===== src/rtl/level_ctrl.sv =====
// level_ctrl: game state, level and lives controller with a per-level obstacle tick generator.
module level_ctrl #(
  parameter int P1       = 131072,
  parameter int P2       = 65536,
  parameter int P3       = 32768,
  parameter int P4       = 4096,
  parameter int HOLD_CYC = 1024,
  parameter int LIVES    = 3
) (
  input  logic       clk,
  input  logic       reset_n,
  input  logic       start,
  input  logic       win,
  input  logic       death,
  input  logic       pause,
  output logic       enable,
  output logic [1:0] level,
  output logic [1:0] lives,
  output logic [2:0] state,
  output logic       level_up
);
  typedef enum logic [2:0] {IDLE = 3'd0, PLAY = 3'd1, PAUSE = 3'd2, HOLD = 3'd3, OVER = 3'd4, DONE = 3'd5} st_t;
  localparam logic [16:0] M1 = 17'(P1 - 1);
  localparam logic [16:0] M2 = 17'(P2 - 1);
  localparam logic [16:0] M3 = 17'(P3 - 1);
  localparam logic [16:0] M4 = 17'(P4 - 1);
  localparam logic [15:0] HM = 16'(HOLD_CYC - 1);
  localparam logic [1:0]  LV = 2'(LIVES);
  st_t         st, st_n;
  logic [16:0] cnt, cnt_n, pmax;
  logic [15:0] hcnt, hcnt_n;
  logic [1:0]  level_n, lives_n;
  logic        en_n, lu_n;
  assign pmax  = level == 2'd0 ? M1 : level == 2'd1 ? M2 : level == 2'd2 ? M3 : M4;
  assign state = st;
  always_ff @(posedge clk or negedge reset_n)
    if (!reset_n) begin
      st       <= IDLE;
      level    <= 2'd0;
      lives    <= LV;
      cnt      <= '0;
      hcnt     <= '0;
      enable   <= 1'b0;
      level_up <= 1'b0;
    end else begin
      st       <= st_n;
      level    <= level_n;
      lives    <= lives_n;
      cnt      <= cnt_n;
      hcnt     <= hcnt_n;
      enable   <= en_n;
      level_up <= lu_n;
    end
  // The tick counter only advances on PLAY cycles that stay in PLAY, so the edge that leaves never ticks.
  always_comb begin
    st_n    = st;
    level_n = level;
    lives_n = lives;
    cnt_n   = cnt;
    hcnt_n  = hcnt;
    en_n    = 1'b0;
    lu_n    = 1'b0;
    case (st)
      IDLE, OVER, DONE:
        if (start) begin
          st_n    = PLAY;
          level_n = 2'd0;
          lives_n = LV;
          cnt_n   = '0;
        end
      PLAY:
        if (death) begin
          lives_n = lives == 2'd0 ? 2'd0 : lives - 2'd1;
          st_n    = lives <= 2'd1 ? OVER : HOLD;
          hcnt_n  = '0;
        end else if (win) begin
          if (level == 2'd3) st_n = DONE;
          else begin
            level_n = level + 2'd1;
            lu_n    = 1'b1;
            st_n    = HOLD;
            hcnt_n  = '0;
          end
        end else if (pause) st_n = PAUSE;
        else begin
          en_n  = cnt == pmax;
          cnt_n = en_n ? '0 : cnt + 17'd1;
        end
      PAUSE:
        if (pause) st_n = PLAY;
      HOLD:
        if (hcnt == HM) begin
          st_n  = PLAY;
          cnt_n = '0;
        end else hcnt_n = hcnt + 16'd1;
      default: st_n = IDLE;
    endcase
  end
endmodule

===== config.mk =====
export PLATFORM = sky130hd
export DESIGN_NAME = level_ctrl
export DESIGN_NICKNAME = d
export VERILOG_FILES = /design/src/rtl/level_ctrl.sv
export SDC_FILE = /design/constraint.sdc
export NUM_CORES = 1
export LEC_CHECK = 0
export ABC_AREA = 1
export CAP_MARGIN = 20
export CORE_MARGIN = 2
export CORE_UTILIZATION = 30
export DETAILED_ROUTE_END_ITERATION = 10
export GPL_ROUTABILITY_DRIVEN = 0
export HOLD_SLACK_MARGIN = 0.02
export SLEW_MARGIN = 20
export SYNTH_ARGS = -nofsm -noshare
export SYNTH_HDL_FRONTEND = slang
export SYNTH_SLANG_ARGS = --single-unit

===== constraint.sdc =====
create_clock -name clk -period 2.9 [get_ports clk]
set_input_delay 0.87 -clock clk [delete_from_list [all_inputs] [get_ports clk]]
set_output_delay 0.87 -clock clk [all_outputs]
set_load 0.01 [all_outputs]

After elaboration in Yosys (flattened, before gate mapping)
Index checks and enable logic that the tools add are counted.
{"block": "op_classes", "muxes": 41, "reduce_logical": 12, "n_eq_ne": 23, "order_cmp": 1, "add_sub_neg": 4}
{"op": "$mux 17", "n": 7}
{"op": "$mux 16", "n": 5}
{"op": "$pmux 17 s3", "n": 1}
{"op": "$pmux 16 s2", "n": 1}
{"op": "$mux 3", "n": 8}
{"op": "$ne 2x2->1 const B", "n": 10}
{"op": "$add 17x1->17 const B", "n": 1}
{"op": "$eq 17x17->1", "n": 1}
{"op": "$add 16x1->16 const B", "n": 1}
{"op": "$eq 16x10->1 const B", "n": 1}
{"op": "$mux 15", "n": 1}
{"op": "$mux 2", "n": 7}
{"op": "$pmux 3 s4", "n": 1}
{"op": "$mux 1", "n": 8}
{"op": "$pmux 2 s2", "n": 2}
{"op": "$reduce_and 4->1", "n": 2}
{"op": "$eq 3x2->1 const B", "n": 2}
{"op": "$eq 3x3->1 const B", "n": 2}
{"op": "$ne 3x3->1 const B", "n": 2}
{"op": "$reduce_and 6->1", "n": 1}
{"op": "$reduce_and 5->1", "n": 1}
{"op": "$eq 2x2->1 const B", "n": 2}
{"op": "$logic_not 2->1", "n": 2}
{"op": "$ne 4x4->1 const B", "n": 1}
{"op": "10 further kinds", "n": 11}
{"block": "word_totals", "wordCells": 88, "in_bits": 6, "out_inout_bits": 9, "ff_bits": 42}

Longest topological paths before layout
{"block": "depth", "word_depth": 10, "ltp_mapped": 11, "mapped_depth_nobuf": 11}

Worst setup path after synthesis
OpenSTA, ideal clock, no wires.
{"block": "synth_timing", "path_type": "in2reg", "from": "input port death", "to": "register cnt[14]", "path_stages": 7, "path_slack_ns": 1.088, "setup_time_ns": 0.122, "required_ns": 2.778, "t_arrival_ns": 1.690, "n_path_buf": 1, "cell_sequence": "nor2_1 > a21oi_1 > o21ai_4 > nand2_8 > buf_6 > nand2_1 > o21ai_1"}
{"block": "synth_via", "elab_chain_len": 2}
{"element": "start, declared", "line": "14", "text": "input logic death,"}
{"element": "$ne 2x2->1 (no line)"}
{"element": "$reduce_and 6->1 (no line)"}
{"element": "end signal, assigned", "line": "49", "text": "cnt <= cnt_n;"}
{"element": "end, declared", "line": "30", "text": "logic [16:0] cnt, cnt_n, pmax;"}
No other way between the ends.
A chain may end at the register's enable or synchronous reset.

Worst setup path in the final report
{"block": "layout_timing", "from": "register lives[1]", "to": "output port lives[1]"}
{"element": "start, declared", "line": "18", "text": "output logic [1:0] lives,"}
{"element": "start signal, assigned", "line": "48", "text": "lives <= lives_n;"}
No word-level cell between the ends.

==> impl_results.md <==
- Reg2reg setup slack: around 1.1 ns
- Root buffer cell: sky130_fd_sc_hd__clkbuf_8
- Final setup violation count: 0
- Placeable core region: slightly below 9000 µm²
- Area share of the largest cell type after synthesis: a little under two fifths
- Cell area power density: between 700 and 800 nW/µm²
- Max Fanout on Critical Path: 5
- HPWL Detailed: between 4000 and 5000 µm
- TritonCTS clock tree: yes
- Cell count of the worst reg-to-reg path: 10
- Num Clock Sinks: 42
- Count of buffers inserted at the top-level ports: 14
- Detailed Route Iter0 Violations: between 100 and 150
- Skew final: 0.0125 ns
- Cell type with the highest aggregate area in the netlist: sky130_fd_sc_hd__dfrtp_1
- Smallest hold slack: 0.448 ns
- Starting density of the core: 31.0%
- Maximum ir drop on the vdd rail: between 0.0004 and 0.0005 V
- Gate count of the mapped netlist: ~370
- Area overhead of the layout relative to synthesis: 13.7%
- Time the final worst path needs with I/O delays and setup: approximately 2.3 ns
- Number of instances in the placed design: ~490
- Layout cells sized above 1: a little under a tenth
- Most frequently used flop master after synthesis: sky130_fd_sc_hd__dfrtp_1
- First-pass GRT wire length: roughly 10000 µm
- Fin Setup TNS: 0 ns
- Number of library cell types mapped by synthesis: 35
- Average routed wire per standard cell: between 10 and 15 µm
- Number of register bits inferred by synthesis: 42
- Average cell area after synthesis: 7.27 µm²
- Global-route congestion overflow total: 0
- Number of slew-limit violations in the final report: 0
- Portion of the clock cycle consumed by the worst path in the final layout: between 70% and 80%
- Crit path setup slack, layout: ~0.63 ns
- Cells resized by post-CTS repair: 0
- Number of nets with antenna violations after detailed routing: 0
- Total wire length after detailed routing: 5860 µm
- CP required: 2.03 ns
- EDFF count, synth: 0
- CTS Hold Buffers Added: 0
- Clk buf depth: 2
- Final layout net count: around 400
- CP Class: flip-flop to output pin
- Die area: around 10000 µm²
- Leak pwr: 1.44 nW
- Reg-to-Reg Start: cnt[1]
- Pin count of the biggest net entering global routing: 17
- Worst path slowest cell: sky130_fd_sc_hd__dfstp_2
- Run status: completed
- Number of global-route vias before repair: between 2000 and 2500
- Levels on crit path: 1
- Capturing element type of the critical path: output pin
- Routed via count: between 2000 and 2500
- Hold Crit Class: primary input to asynchronous set/reset pin
- Setup repair after global routing missed its margin: no
- Floorplan row count: 34
- H-tree levels: 2
- Drt pass-1 iters: 4
- Non-filler cells, final: 502
- Worst-skew pair later-pin latency: around 0.30 ns
- Highest Clock Rate: around 440 MHz
- Most instantiated cells after synthesis: sky130_fd_sc_hd__nand2_1, sky130_fd_sc_hd__inv_1, sky130_fd_sc_hd__dfrtp_1
- Tightest Pin Transition: ~0.72 ns
- Final Hold Fails: 0
- Horizontal extent of the die: between 90 and 100 µm
- Beginning of the critical path: lives[1]
- Nets in the synthesized netlist: approximately 380
- Count leader, synth: sky130_fd_sc_hd__nand2_1
- Synth Cell Area: approximately 2700 µm²
- FILL cells: about 940
- Fraction of registers with async set or reset after synthesis: 100%
- Ordered list of cells on the worst path: clkdlybuf4s50_1
- Number of diodes: 0
- Bufs and invs on worst path: 1
- Number of maximum-capacitance violations: 0
- Top cells by area, synth: sky130_fd_sc_hd__dfrtp_1, sky130_fd_sc_hd__nand2_1, sky130_fd_sc_hd__nand3_1, sky130_fd_sc_hd__inv_1, sky130_fd_sc_hd__nor2_1
- Kind of cell with the highest combined delay on the critical path: flip-flops
- Syn. warnings: 0
- DRC errors left: 0
- Sort of element at the start of the critical path: flip-flop
- Die Ht: between 90 and 100 µm
- Slowest cell delay on critical path: between 0.5 and 0.6 ns
- Global Route Usage Sum: approximately an eighth
- Initial antenna violation count: 0
- Number of post-CTS setup repair buffers: 0
- Post-placement setup slack: 0.408 ns
- Number of clock buffers inserted by TritonCTS: 5
- Headroom to the max-slew limit: between 50% and 60%
- Endpoint of the most critical register-to-register path: cnt[15]
- Average via count per standard cell: about 4.7
- Count of pins on the block boundary: 15
- Crit path DAT: approximately 1.4 ns
- Fraction of the yosys area taken by sequential cells: just under 40%
- CTS clock-pin slew for the worst setup and hold paths: roughly 0.090 ns
cell families (layout without fill, tap and decap cells):
| group | count (synthesis) | in the layout | share of synthesized area, % |
|---|---|---|---|
| xor+xnor | 12 | 12 | 3.87 |
| simple gates | 225 | 225 | 39.6 |
| flops | 42 | 42 | 38.8 |
| compound gates | 38 | 38 | 7.70 |
| buf+inv | 51 | 72 | 7.66 |
| fa+ha+maj | 5 | 5 | 2.31 |
metrics by stage:
| step | utilization [%] | power, W | instance area, µm² |
|---|---|---|---|
| global route | 35.2 | 0.00238 | 3080 |
| finish | 35.2 | 0.00219 | 3080 |
| detailed placement | 34.0 | 0.00176 | 2980 |
| floorplan | - | 0.00150 | 2710 |
| global placement | 34.0 | 0.00175 | 2980 |
| CTS | 35.2 | 0.00223 | 3080 |
sequential cells by signal (all words and copies together), names as in the netlist:
register,flops
hcnt,16
level,2
enable,1
level_up,1
cnt,17
lives,2
state,3
placed cells by master (no fill, tap or decap), types with 2 or more instances in the layout:
cell type,n
sky130_fd_sc_hd__nand2_8,2
sky130_fd_sc_hd__nor3_1,8
sky130_fd_sc_hd__nor2_2,3
sky130_fd_sc_hd__clkbuf_1,2
sky130_fd_sc_hd__nand3_1,36
sky130_fd_sc_hd__nand2_2,4
sky130_fd_sc_hd__o21ai_1,2
sky130_fd_sc_hd__dfrtp_1,40
sky130_fd_sc_hd__clkdlybuf4s50_1,13
sky130_fd_sc_hd__inv_1,42
sky130_fd_sc_hd__a21oi_1,7
sky130_fd_sc_hd__nand2_1,112
sky130_fd_sc_hd__buf_4,3
sky130_fd_sc_hd__inv_2,4
sky130_fd_sc_hd__dfstp_2,2
sky130_fd_sc_hd__nor2_8,2
sky130_fd_sc_hd__nor2_1,38
sky130_fd_sc_hd__o21ai_0,24
sky130_fd_sc_hd__clkbuf_8,5
sky130_fd_sc_hd__ha_1,5
sky130_fd_sc_hd__xor2_1,10
sky130_fd_sc_hd__o22ai_1,2
sky130_fd_sc_hd__nand4_1,11
sky130_fd_sc_hd__xnor2_1,2
sky130_fd_sc_hd__nand3_4,2
area by class of cell:
type                    instances  area [µm²]  area share, %
multi-input cells             280        1450           47.1
flip-flops and latches         42        1050           34.2
inverters                      47         179           5.80
repair buffers                 17         158           5.11
well taps                     108         135           4.38
clock buffers                   7        76.3           2.48
clock inverters                 1        30.0          0.974
routing by layer:
metal	global-route usage [%]	vias up	routed length, µm	part of all wire (%)
met1	17.7	1086	2960	51
met2	20.5	26	2620	45
met4	3.27	0	34	0.58
met3	2.95	2	236	4.0
li1	-	1235	-	-
met5	0	-	0	0
how the worst max path moves through the flow:
stage	endpoint	slack (ns)
after detailed placement	cnt[9]	0.41
after global routing	cnt[3]	0.55
final	lives[1]	0.63
after floorplan	cnt[14]	1.09
after global placement	cnt[5]	0.44
after CTS	lives[1]	0.62
power breakdown:
group	internal [W]	leakage [nW]	switching (W)
Clock	0.000258	0.0524	0.000208
Combinational	0.000332	0.819	0.000628
Sequential	0.000679	0.567	0.0000895
(Power assumes the default switching activity.)
